File: config.mk
export PLATFORM = sky130hd
export DESIGN_NAME = ctrl_mod10_rx
export DESIGN_NICKNAME = d
export VERILOG_FILES = /design/src/rtl/fft_ctrl_pkg.sv /design/src/rtl/ctrl_mod10_rx.sv
export SDC_FILE = /design/constraint.sdc
export NUM_CORES = 1
export LEC_CHECK = 0
export ABC_CLOCK_PERIOD_IN_PS = 5300
export BUFFER_PORTS_ARGS = -buffer_cell sky130_fd_sc_hd__buf_2
export CORE_UTILIZATION = 56
export CTS_CLUSTER_SIZE = 24
export DETAILED_ROUTE_END_ITERATION = 12
export MAX_ROUTING_LAYER = met4
export PLACE_DENSITY = 0.86
export REMOVE_ABC_BUFFERS = 1
export SLEW_MARGIN = 20
export SYNTH_ARGS = -nofsm -noshare
export SYNTH_HDL_FRONTEND = slang
export SYNTH_SLANG_ARGS = --single-unit
File: constraint.sdc
create_clock -name clk -period 5.3 [get_ports clk]
set_input_delay 0.265 -clock clk [delete_from_list [all_inputs] [get_ports clk]]
set_output_delay 0.265 -clock clk [all_outputs]
set_load 0.01 [all_outputs]
File: src/rtl/fft_ctrl_pkg.sv
// Shared constants and state encoding for the FFT front-end control blocks.
package fft_ctrl_pkg;

  localparam int BEATS_PER_FRAME = 32;
  localparam int LANES           = 16;

  typedef enum logic [1:0] {
    ST_IDLE  = 2'd0,
    ST_ARMED = 2'd1,
    ST_ERR   = 2'd2
  } rx_state_t;

endpackage

File: src/rtl/ctrl_mod10_rx.sv
// Module-10 receive control: turns alert/valid beat handshakes into reorder-buffer
// writes, counts beats per frame and launches the module-10 butterfly stage.
//
// state    | meaning
// ST_IDLE  | waiting for alert_mod10; a valid here is a protocol violation
// ST_ARMED | alert seen, valid_fac8_0 must arrive this cycle
// ST_ERR   | violation latched, inputs ignored until clr_err
module ctrl_mod10_rx
  import fft_ctrl_pkg::*;
#(
  parameter int BEATS = BEATS_PER_FRAME,
  parameter int AW    = 5
) (
  input  logic          clk,
  input  logic          rstn,
  input  logic          alert_mod10,
  input  logic          valid_fac8_0,
  input  logic          clr_err,
  output logic          wr_en,
  output logic [AW-1:0] wr_addr,
  output logic          frame_done,
  output logic          bf_en_mod10,
  output logic [7:0]    frame_cnt,
  output logic          proto_err,
  output logic          busy
);

  localparam logic [AW-1:0] LAST_BEAT = AW'(BEATS - 1);

  rx_state_t     state, state_nxt;
  logic [AW-1:0] beat_cnt, beat_cnt_nxt;
  logic          accept;
  logic          viol;
  logic          last_q;

  always_comb begin
    state_nxt    = state;
    beat_cnt_nxt = beat_cnt;
    accept       = 1'b0;
    viol         = 1'b0;
    unique case (state)
      ST_IDLE: begin
        if (valid_fac8_0) begin
          viol      = 1'b1;
          state_nxt = ST_ERR;
        end else if (alert_mod10) begin
          state_nxt = ST_ARMED;
        end
      end
      ST_ARMED: begin
        if (valid_fac8_0) begin
          accept    = 1'b1;
          state_nxt = alert_mod10 ? ST_ARMED : ST_IDLE;
        end else begin
          viol      = 1'b1;
          state_nxt = ST_ERR;
        end
      end
      ST_ERR: begin
        if (clr_err) begin
          state_nxt    = ST_IDLE;
          beat_cnt_nxt = '0;
        end
      end
      default: state_nxt = ST_IDLE;
    endcase
    if (accept) begin
      beat_cnt_nxt = (beat_cnt == LAST_BEAT) ? '0 : beat_cnt + AW'(1);
    end
  end

  // last_q -> frame_done -> bf_en_mod10; a violation kills whatever is still in flight
  always_ff @(posedge clk or negedge rstn) begin
    if (!rstn) begin
      state       <= ST_IDLE;
      beat_cnt    <= '0;
      wr_en       <= 1'b0;
      wr_addr     <= '0;
      last_q      <= 1'b0;
      frame_done  <= 1'b0;
      bf_en_mod10 <= 1'b0;
      frame_cnt   <= '0;
      proto_err   <= 1'b0;
      busy        <= 1'b0;
    end else begin
      state       <= state_nxt;
      beat_cnt    <= beat_cnt_nxt;
      wr_en       <= accept;
      if (accept) begin
        wr_addr <= beat_cnt;
      end
      last_q      <= accept && (beat_cnt == LAST_BEAT);
      frame_done  <= last_q && !viol;
      bf_en_mod10 <= frame_done && !viol;
      if (last_q && !viol) begin
        frame_cnt <= frame_cnt + 8'd1;
      end
      proto_err   <= (state_nxt == ST_ERR);
      busy        <= (beat_cnt_nxt != '0) || (state_nxt == ST_ARMED);
    end
  end

endmodule

# Word-level counts from Yosys, hierarchy flattened
# Cells that the tools add are included.
# Widths: inputs -> output; s select.
totals:
  mem_bits_ro: 0
  regBits: 26
  memories: 0
  latchBits: 0
  mem_bits_rw: 0
op_classes:
  reduce_logical: 7
  n_div: 0
  n_mul: 0
  mux: 14
  bitwise_logic: 0
  eq_ne: 5
  magnitude_cmp: 0
  n_addsub: 2
  shift: 0
op_table:
  columns: ["op", "n"]
  rows:
  - ["$mux 5", 4]
  - ["$add 8x1->8 const B", 1]
  - ["$mux 2", 4]
  - ["$pmux 2 s3", 1]
  - ["$add 5x1->5 const B", 1]
  - ["$eq 5x5->1 const B", 1]
  - ["$reduce_bool 5->1", 1]
  - ["$eq 2x1->1 const B", 2]
  - ["$eq 2x2->1 const B", 2]
  - ["$mux 1", 4]
  - ["$logic_and 1x1->1", 3]
  - ["$logic_not 2->1", 1]
  - ["$pmux 1 s2", 1]
  - ["$logic_not 1->1", 1]
  - ["$logic_or 1x1->1", 1]

# Longest topological paths before layout
# Gate-level depths: netlist of the first run.
depth:
  ltp_word: 5
  mapped_depth: 7

# Worst setup path before layout of the first run
# OpenSTA, ideal clock, no wires.
synth_timing:
  path_type: "register to register"
  start: "register beat_cnt[0]"
  end: "register busy"
  required_time_ps: 5236
  stages_incl_launch_ff: 8
  path_buffers: 0
  setup_ps: 64
  path_slack_ps: 3327
  t_arrival_ps: 1909
  synth_period_minus_slack_ps: 1973
  path_cell_list: "dfrtp_1 -> ha_1 -> and3_1 -> ha_1 -> or4bb_1 -> nor3b_1 -> a21o_1 -> or4_1"
synth_between:
  elab_chain_len: 5
synth_lines:
  columns: ["item", "line", "rtl"]
  rows:
  - ["from (decl)", "ctrl_mod10_rx.sv:31", "logic [AW-1:0] beat_cnt, beat_cnt_nxt;"]
  - ["from (signal assigned)", "ctrl_mod10_rx.sv:87", "beat_cnt <= beat_cnt_nxt;"]
  - ["$add 5x1->5 or $eq 5x5->1 (tied branches)", "ctrl_mod10_rx.sv:68", "beat_cnt_nxt = (beat_cnt == LAST_BEAT) ? '0 : beat_cnt + AW'(1);"]
  - ["$mux 5 *", "ctrl_mod10_rx.sv:68", null]
  - ["$mux 5 *", "ctrl_mod10_rx.sv:67", "if (accept) begin"]
  - ["named net beat_cnt_nxt[2]", "ctrl_mod10_rx.sv:31", null]
  - ["$reduce_bool 5->1 *", "ctrl_mod10_rx.sv:99", "busy <= (beat_cnt_nxt != '0) || (state_nxt == ST_ARMED);"]
  - ["$logic_or 1x1->1 *", "ctrl_mod10_rx.sv:99", null]
  - ["to (signal assigned)", "ctrl_mod10_rx.sv:99", null]
  - ["to (decl)", "ctrl_mod10_rx.sv:25", "output logic busy"]
# Mark *: on every way through the listed nets, which the timed path passes. The rest lies on a longest branch.
# A chain may end at the register's enable or synchronous reset.

# Worst setup path in the final report of the first run
# Same ends and word-level chain as after synthesis.

==> flow_summary.json, run 1 <==
{
  "status": "completed",
  "final.setup.tns_ns": 0,
  "synth_most_common_cell": "dfrtp_1",
  "dr.pass1.iters": 4,
  "numCtsBuffers": 3,
  "drive_above_1_share_pct": 23.81,
  "yosysTopAreaCell": "dfrtp_1",
  "ios": 23,
  "cp_slowest_stage_delay_ns": 0.54,
  "netlist_top_cells_count": "dfrtp_1 (26), nand2_1 (23), xnor2_1 (4)",
  "io_buffers": 22,
  "post_drt_wl_per_cell_microns": 13.36,
  "p_leak_nw": 0.7597,
  "rrSetupSlack_ns": 3.09,
  "antenna_found_initial": 0,
  "fin_crit_sh_pct": 41.70,
  "place.gp.congestion": 0.9681,
  "seq_area_sq_um": 650.6,
  "synth_flop_cell": "dfrtp_1",
  "layout_min_cycle_time_ns": 2.210,
  "fin_area_sq_mm": 0.001310,
  "synth_cell_types": 34,
  "grt_pass1_vias": 717,
  "worst-endpoint-arrival_ns": 2.49,
  "final_util_pct": 71.96,
  "clk_latency_ns": 0.32,
  "cts.repair.resized": 0,
  "synth_seq_cells": 26,
  "relSlewSlack_pct": 61.93,
  "grt_pass1_wl_microns": 3256,
  "drc": 0,
  "yosys_warnings": 0,
  "synth.cell_area_sq_mm": 0.001145,
  "slew_viol_final": 0,
  "synthToLayoutAreaGrowth_pct": 14.43,
  "hp-class": "in -> reg",
  "ctsRootBufferMaster": "clkbuf_4",
  "required_ns": 5.58,
  "powerDensity_mw_per_mm2": 356.8,
  "fmax_ghz": 0.4524,
  "grt_max_degree": 27,
  "core_area_sq_mm": 0.001821,
  "synth_edf_count": 0,
  "rows": 15,
  "finalHoldViolations": 0,
  "critical_path_class": "reg -> reg",
  "synth_top_cell_area_share_pct": 56.83,
  "nFillCells": 152,
  "cts_tree": "yes",
  "htree_levels": 1,
  "die_area_sq_mm": 0.002229,
  "cts_sinks": 26,
  "placed_area_sq_mm": 0.001264,
  "ir_worst_vdd_uv": 218.5,
  "multiInputGateArea_sq_um": 460.4,
  "synth-simple-area-share_pct": 21.53,
  "synthAdderAreaFrac_pct": 3.279,
  "synth_top_family_by_area": "simple AND/OR/NAND/NOR gates",
  "die_x_microns": 47.22,
  "worstSetupStartpoint": "beat_cnt[0]$_DFF_PN0_",
  "rr_worst_depth": 7,
  "grt_overflow": 0,
  "timing.rr.end": "busy$_DFF_PN0_",
  "max_cap_violations": 0,
  "yosysSeqAreaShare_pct": 56.83,
  "antenna_cells": 0,
  "finalNetCount": 135,
  "crit_path_end": "busy$_DFF_PN0_",
  "startpoint_type": "flop",
  "clockBufferDepth": 2,
  "grt_use_total_pct": 23.14,
  "crit_top_cell": "ha_1",
  "dp_hpwl_microns": 1500,
  "avgSynthCellArea_sq_um": 11.34,
  "ant_nets": 0,
  "dr_total_vias": 825,
  "wirelength_microns": 2017,
  "synth-xor-area-share_pct": 6.776,
  "start_util_pct": 62.89,
  "die_h_microns": 47.22,
  "syn_inst": 101,
  "drt_iter0_markers": 15,
  "cts.clk_slew.worst_paths_ns": 0.13,
  "yosys-mux-area-fraction_pct": 0,
  "path_max_fanout": 7,
  "rsz0062_at_grt": "no",
  "synth_compound_area_share_pct": 8.634,
  "async_flop_share_pct": 100.0,
  "regToRegStartpoint": "beat_cnt[0]$_DFF_PN0_",
  "crit_slowest_cell": "or4bb_1",
  "worstMarginPinSlew_ns": 0.5633,
  "clock-skew-final_ns": 0.004600,
  "cp-end-kind": "flop",
  "path_cells": "ha_1, and3_1, ha_1, or4bb_1, nor3b_1, a21o_1, or4_1",
  "synth_area_leaders": "dfrtp_1 (57%), nand2_1 (7.5%), ha_1 (3.3%)",
  "via_per_inst": 5.464,
  "setup_viol": 0
}
==> worst max-delay path, delay by kind of cell (launching register included) <==
family,cells,cell delay [ns]
and+or+nand+nor,4,1.12
DFF,1,0.46
adders and majority gates,2,0.44
AOI/OAI and AO/OA,1,0.14
==> through the flow <==
stage / hold WS [ns] / power [W] / setup WS [ns] / instances
4_1_cts: 0.1410 / 0.0004705 / 3.089 / 151
6_report: 0.1453 / 0.0004674 / 3.090 / 151
3_3_place_gp: 0.2806 / 0.0003637 / 3.266 / 146
5_1_grt: 0.1499 / 0.0004962 / 2.984 / 151
3_5_place_dp: 0.2834 / 0.0003734 / 3.136 / 146
2_1_floorplan: -0.03059 / 0.0003307 / 3.327 / 99
==> cells by family after synthesis <==
kind of cell	after synthesis
adders and majority gates	3
DFF	26
and+or+nand+nor	45
xor gates and xnor gates	8
AOI/OAI and AO/OA	14
buffers and inverters	5
==> flip-flops by register name, indices dropped and copies added (netlist names) <==
register and cells:
bf_en_mod10 1, frame_done 1, wr_addr 5, proto_err 1
beat_cnt 5, last_q 1, frame_cnt 8, busy 1
state 2, wr_en 1
==> power by group <==
group / leakage [nW] / internal, W / switching (W)
Clock: 0.0210 / 0.0000421 / 0.0000564
Combinational: 0.383 / 0.0000573 / 0.0000550
Sequential: 0.355 / 0.000226 / 0.0000308
==> final cells by class <==
class	instances	share of cell area [%]
timing repair buffer	23	9.169
clock buffer	4	2.770
inverter	3	0.8596
sequential	26	49.67
tap	25	2.388
multi-input combinational	70	35.15
==> cells in the final DEF (no fill, tap or decap), drive strengths merged, types with 3 or more instances in the layout <==
cell and instances:
o21ai 3, nand2 23, dfrtp 26, buf 22
xor2 3, clkbuf 4, xnor2 5, inv 3
ha 3
==> per-layer routing <==
layer  GRT usage, %  wire length [microns]  share of wire (%)  vias to the layer above
li1               -                      -                  -                      396
met1          30.10                    909                 45                      403
met2          32.50                    969                 48                       20
met3          4.615                     69                3.4                        6
met4          15.43                     68                3.4                        0
met5              -                      0                  0                        -
==> repair_timing <==
| item | 4_1_cts | 5_1_grt |
|---|---|---|
| endpoints found under the setup margin | 0 | 0 |
| hold buffers | 1 | 0 |
| buffers inserted | 0 | 0 |
| endpoints found under the hold margin | 26 | 0 |
==> worst min-delay path by stage <==
| stage | startpoint | endpoint | slack [ns] | depth (start not counted) |
|---|---|---|---|---|
| 6_report | clr_err | proto_err$_DFF_PN0_ | 0.15 | 2 |
| 5_1_grt | clr_err | proto_err$_DFF_PN0_ | 0.15 | 2 |
| 4_1_cts | clr_err | state[1]$_DFF_PN0_ | 0.14 | 2 |
| 3_5_place_dp | rstn | frame_cnt[4]$_DFFE_PN0P_ | 0.28 | 1 |
| 3_3_place_gp | rstn | frame_cnt[6]$_DFFE_PN0P_ | 0.28 | 1 |
| 2_1_floorplan | rstn | beat_cnt[0]$_DFF_PN0_ | -0.03 | 0 |
Power figures use the tool's default switching activity.
==> inputs of run 2 (changes only) <==
--- a/config.mk
+++ b/config.mk
@@ -5,13 +5,14 @@
 export SDC_FILE = /design/constraint.sdc
 export NUM_CORES = 1
 export LEC_CHECK = 0
-export ABC_CLOCK_PERIOD_IN_PS = 5300
+export ABC_AREA = 1
+export ABC_CLOCK_PERIOD_IN_PS = 1900
 export BUFFER_PORTS_ARGS = -buffer_cell sky130_fd_sc_hd__buf_2
-export CORE_UTILIZATION = 56
+export CORE_UTILIZATION = 48
 export CTS_CLUSTER_SIZE = 24
 export DETAILED_ROUTE_END_ITERATION = 12
 export MAX_ROUTING_LAYER = met4
-export PLACE_DENSITY = 0.86
+export PLACE_DENSITY = 0.79
 export REMOVE_ABC_BUFFERS = 1
 export SLEW_MARGIN = 20
 export SYNTH_ARGS = -nofsm -noshare
==> constraint.sdc (replaced) <==
create_clock -name clk -period 1.9 [get_ports clk]
set_input_delay 0.095 -clock clk [delete_from_list [all_inputs] [get_ports clk]]
set_output_delay 0.095 -clock clk [all_outputs]
set_load 0.01 [all_outputs]
==> flow_summary.json, run 2 <==
{
  "hold_buffers": 1,
  "dr_total_vias": 942,
  "dp_hpwl_microns": 1631,
  "synth_most_common_cell": "nand2_1",
  "drt_iter0_markers": 22,
  "postCtsSetupBuffers": 0,
  "yosys_warnings": 0,
  "grt_pass1_vias": 916,
  "netlist_top_cells_count": "nand2_1 (45), dfrtp_1 (26), inv_1 (13)",
  "critical_path_class": "reg -> reg",
  "clock-skew-final_ns": 0.01037,
  "cts_tree": "yes",
  "fin_crit_sh_pct": 83.20,
  "dr.pass1.iters": 4,
  "path_cells": "ha_1, nand2_1, nor2_1, ha_1, nor2_1, nand2_1, nand2_1, nor2_1, nand3_1",
  "whs_path_depth": 2,
  "crit_slowest_cell": "dfrtp_1",
  "ios": 23,
  "startpoint_type": "flop",
  "cts_sinks": 26,
  "async_flop_share_pct": 100.0,
  "die_area_sq_mm": 0.002644,
  "ant_nets": 0,
  "cp-end-kind": "flop",
  "antenna_found_initial": 0,
  "rsz0062_at_grt": "no",
  "ir_worst_vdd_uv": 563.0,
  "worst-endpoint-arrival_ns": 1.79,
  "powerDensity_mw_per_mm2": 928.0,
  "synth.cell_area_sq_mm": 0.001172,
  "finalNetCount": 167,
  "wirelength_microns": 2211,
  "synth_area_leaders": "dfrtp_1 (55%), nand2_1 (14%), nand3_1 (4.7%)",
  "ctsRootBufferMaster": "clkbuf_4",
  "rows": 17,
  "relSlewSlack_pct": 62.17,
  "fmax_ghz": 0.6326,
  "synth_seq_cells": 26,
  "layout_min_cycle_time_ns": 1.581,
  "synth_edf_count": 0,
  "setup_viol": 0,
  "post_drt_wl_per_cell_microns": 11.89,
  "worstMarginPinSlew_ns": 0.5674,
  "layout_common_cells": "nand2_1 (45), dfrtp_1 (26), buf_2 (22)",
  "drc": 0,
  "grt_use_total_pct": 19.47,
  "synthToLayoutAreaGrowth_pct": 17.29,
  "crit_path_end": "busy$_DFF_PN0_",
  "synth_flop_cell": "dfrtp_1",
  "worstSetupStartpoint": "beat_cnt[1]$_DFF_PN0_",
  "cts.clk_slew.worst_paths_ns": 0.15,
  "final.setup.tns_ns": 0,
  "timing.rr.end": "busy$_DFF_PN0_",
  "cp_slowest_stage_delay_ns": 0.45,
  "htree_levels": 1,
  "regMostFlops": "frame_cnt",
  "regToRegStartpoint": "beat_cnt[1]$_DFF_PN0_",
  "start_util_pct": 52.00,
  "io_buffers": 22,
  "p_leak_nw": 0.7602,
  "synth_cell_types": 19,
  "die_x_microns": 51.42,
  "antenna_cells": 0,
  "grt_pass1_wl_microns": 3753,
  "numCtsBuffers": 3,
  "via_per_inst": 5.065,
  "rr_worst_depth": 9,
  "yosysTopAreaCell": "dfrtp_1",
  "finalHoldViolations": 0,
  "slew_viol_final": 0,
  "drive_above_1_share_pct": 18.99,
  "status": "completed",
  "reg_top3": "frame_cnt (8), beat_cnt (5), wr_addr (5)",
  "die_h_microns": 51.42,
  "largest_reg_flops": 8,
  "avgSynthCellArea_sq_um": 8.882,
  "grt_max_degree": 27,
  "cts.repair.resized": 0,
  "rrSetupSlack_ns": 0.32,
  "synth_top_cell_area_share_pct": 55.50,
  "hp-class": "in -> reg",
  "clk_latency_ns": 0.32,
  "yosysSeqAreaShare_pct": 55.50,
  "final_common_cell": "nand2_1",
  "required_ns": 2.11,
  "clockBufferDepth": 2,
  "p_total_w": 0.001276,
  "max_cap_violations": 0,
  "place.gp.congestion": 0.7866,
  "path_max_fanout": 5,
  "grt_overflow": 0,
  "syn_inst": 132,
  "core_area_sq_mm": 0.002255,
  "nFillCells": 212
}
-- run 2: changes by cell type after synthesis, sizes merged, moves of 2 or more --
cell    change
nand2      +23
nor2       +11
and3        -2
xnor2       -3
inv        +10
nand3      +10
a21o        -2
o22ai       -2
a22o        -2
nand2b      -2
and2        -2
-- run 2: report_power, final --
part	switching [W]	internal [W]	leakage (nW)	total [W]
Sequential	0.0000475	0.000612	0.341	0.000660
Combinational	0.000159	0.0000785	0.392	0.000238
Clock	0.000165	0.000213	0.0279	0.000379
Total	0.000372	0.000904	0.760	0.00128
-- run 2: worst max-delay path: cells and delay by family (launching register included) --
kind | cells | cell delay, ns
simple gates | 7 | 0.60
flops | 1 | 0.45
fa+ha+maj | 2 | 0.42
-- run 2: cell type report --
cell class                 instances  area (sq um)  area share (%)
inverter                          13         48.80           3.549
clock buffer                       3         22.52           1.638
timing repair buffer              23         120.1           8.735
tap                               28         35.03           2.548
multi-input combinational         92         467.9           34.03
sequential                        26         650.6           47.32
clock inverter                     1         30.03           2.184
-- run 2: metrics by stage --
step	area (sq um)	setup slack [ns]	hold WS (ns)	std cells	util, %
4_1_cts	1375	0.3204	0.03486	186	60.99
5_1_grt	1375	0.1911	0.02474	186	60.99
3_3_place_gp	1313	0.4366	0.1191	181	58.21
2_1_floorplan	1167	0.5178	-0.2006	131	-
6_report	1375	0.3191	0.03462	186	60.99
3_5_place_dp	1313	0.3685	0.1187	181	58.21
-- run 2: logic make-up after synthesis --
group,after synthesis,share of synthesized area [%]
DFF,26,55.50
xor gates and xnor gates,6,4.482
and+or+nand+nor,76,29.03
AOI/OAI and AO/OA,7,3.202
adders and majority gates,3,3.202
buffers and inverters,14,4.589
-- run 2: layer usage --
metal  share of wire (%)  up-vias  global-route usage [%]
li1                    -      467                       -
met1                  42      452                   21.11
met3                 3.7        0                   3.571
met2                  55       23                   37.88
met4                   0        0                   1.351
met5                   0        -                       -
-- run 2: worst min-delay path by stage --
stage,from,to,slack [ns]
after CTS,alert_mod10,state[0]$_DFF_PN0_,0.03
final,alert_mod10,state[0]$_DFF_PN0_,0.03
after global placement,rstn,proto_err$_DFF_PN0_,0.12
after floorplan,rstn,beat_cnt[0]$_DFF_PN0_,-0.20
after global routing,alert_mod10,state[0]$_DFF_PN0_,0.02
after detailed placement,rstn,frame_cnt[5]$_DFFE_PN0P_,0.12
==> inputs of run 3 (changes only) <==
--- a/config.mk
+++ b/config.mk
@@ -6,7 +6,7 @@
 export NUM_CORES = 1
 export LEC_CHECK = 0
 export ABC_AREA = 1
-export ABC_CLOCK_PERIOD_IN_PS = 1900
+export ABC_CLOCK_PERIOD_IN_PS = 1400
 export BUFFER_PORTS_ARGS = -buffer_cell sky130_fd_sc_hd__buf_2
 export CORE_UTILIZATION = 48
 export CTS_CLUSTER_SIZE = 24
==> constraint.sdc (replaced) <==
create_clock -name clk -period 1.4 [get_ports clk]
set_input_delay 0.07 -clock clk [delete_from_list [all_inputs] [get_ports clk]]
set_output_delay 0.07 -clock clk [all_outputs]
set_load 0.01 [all_outputs]
==> flow_summary.json, run 3 (synthesis results as in run 2) <==
{
  "p_leak_nw": 0.8075,
  "cp-end-kind": "flop",
  "grt_use_total_pct": 19.60,
  "ant_nets": 0,
  "powerDensity_mw_per_mm2": 1124,
  "dp_slack_ns": -0.04923,
  "grt_util_met2_pct": 37.01,
  "path_cells": "ha_2, nand2_1, nor2_1, ha_2, nand2_2, nand2_2, nor2_2, nand3_1",
  "core_area_sq_mm": 0.002255,
  "die_area_sq_mm": 0.002644,
  "antenna_cells": 0,
  "grt_overflow": 0,
  "finalNetCount": 178,
  "critical_path_class": "reg -> reg",
  "busiest_layer": "met2",
  "synthToLayoutAreaGrowth_pct": 24.65,
  "use_met1_pct": 21.11,
  "required_ns": 1.61,
  "worstMarginPinSlew_ns": 0.5685,
  "die_h_microns": 51.42,
  "grt_max_degree": 27,
  "setup_viol": 1,
  "clockBufferDepth": 2,
  "regMostFlops": "frame_cnt",
  "wirelength_microns": 2274,
  "rrSetupSlack_ns": -0.02,
  "violations": "setup timing",
  "via_per_inst": 5.096,
  "relSlewSlack_pct": 62.10,
  "ios": 23,
  "max_cap_violations": 0,
  "final_common_cell": "nand2_1",
  "worst-endpoint-arrival_ns": 1.63,
  "p_total_w": 0.001643,
  "grt_pass1_vias": 935,
  "post_drt_wl_per_cell_microns": 11.54,
  "placed_area_sq_mm": 0.001350,
  "htree_levels": 1,
  "start_util_pct": 52.00,
  "cp_slowest_stage_delay_ns": 0.40,
  "reg_top3": "frame_cnt (8), beat_cnt (5), wr_addr (5)",
  "cts_sinks": 26,
  "die_x_microns": 51.42,
  "drive_above_1_share_pct": 28.40,
  "antenna_found_initial": 0,
  "drc": 0,
  "layout_setup_ws_ns": -0.02428,
  "use_met3_pct": 2.679,
  "fin_area_sq_mm": 0.001461,
  "layout_common_cells": "nand2_1 (42), dfrtp_1 (26), buf_2 (22)",
  "ir_worst_vdd_uv": 766.5,
  "grt_pass1_wl_microns": 3753,
  "cts.clk_slew.worst_paths_ns": 0.13,
  "rsz0062_at_grt": "yes",
  "fin_crit_sh_pct": 101.7,
  "largest_reg_flops": 8,
  "finalHoldViolations": 0,
  "numCtsBuffers": 3,
  "dr.pass1.iters": 4,
  "clock-skew-final_ns": 0.003910,
  "dr_total_vias": 1004,
  "path_max_fanout": 2,
  "status": "finished with violations",
  "crit_slowest_cell": "dfrtp_1",
  "fmax_ghz": 0.7021,
  "startpoint_type": "flop",
  "dp_hpwl_microns": 1613,
  "place.gp.congestion": 0.8304,
  "layout_min_cycle_time_ns": 1.424,
  "rows": 17,
  "cts_tree": "yes",
  "clk_latency_ns": 0.31,
  "hp-class": "in -> reg",
  "drt_iter0_markers": 17,
  "ctsRootBufferMaster": "clkbuf_4",
  "slew_viol_final": 0,
  "io_buffers": 22
}
run 3: cell count changes in the layout (fill, tap and decap cells not counted), sizes merged:
cell,previous run,this run
buf,22,32
clkbuf,3,5
bufinv,1,0
run 3: cell type report:
type / count / area (sq um)
Fill cell: 197 / 793.3
Tap cell: 28 / 35.03
Multi-Input combinational cell: 92 / 490.5
Clock buffer: 4 / 36.28
Inverter: 13 / 48.80
Timing Repair Buffer: 34 / 200.2
Sequential cell: 26 / 650.6
run 3: path summary, 6_finish.rpt:
path                                   startpoint                       end  cells past startpoint
setup / recovery            beat_cnt[1]$_DFF_PN0_            busy$_DFF_PN0_                      8
hold / removal                        alert_mod10        state[0]$_DFF_PN0_                      2
setup reg to reg            beat_cnt[1]$_DFF_PN0_            busy$_DFF_PN0_                      8
hold reg to reg            wr_addr[4]$_DFFE_PN0N_    wr_addr[4]$_DFFE_PN0N_                      2
max in group asynchronous                    rstn    wr_addr[1]$_DFFE_PN0N_                      2
min in group asynchronous                    rstn  frame_cnt[5]$_DFFE_PN0P_                      2
run 3: repair_timing:
action | CTS | global route
setup endpoints to repair | 1 | 5
resized for setup | 2 | 6
endpoints found under the hold margin | 26 | 0
setup buffers | 2 | 4
hold buffers | 1 | 0
pin swaps | 2 | 8
run 3: power by group:
group | internal (W) | switching [W] | total (W)
sequential | 0.000831 | 0.0000554 | 0.000887
combinational | 0.000151 | 0.000244 | 0.000395
clock | 0.000159 | 0.000202 | 0.000360
run 3: stage by stage:
step                      util (%)    TNS, ns  hold WS, ns  cells
after global placement       59.88  -0.005642      0.08907    186
after floorplan                  -          0      -0.2256    131
final                        64.82   -0.02428      0.02716    197
after CTS                    62.82   -0.03307      0.01494    193
after detailed placement     59.88   -0.04923      0.09806    186
after global routing         64.82    -0.2217      0.01005    197
run 3: worst max-delay path: cells and delay by family (launching register included):
| family | cells | cell delay (ns) |
|---|---|---|
| adder cells (fa/ha/maj) | 2 | 0.46 |
| AND/OR/NAND/NOR | 6 | 0.47 |
| flip-flops | 1 | 0.40 |
run 3: metal layers:
layer  vias to the layer above  share of wire (%)
met2                        22                 55
met1                       491                 41
met4                         0               0.44
met3                         2                2.9
met5                         -                  0
li1                        489                  -
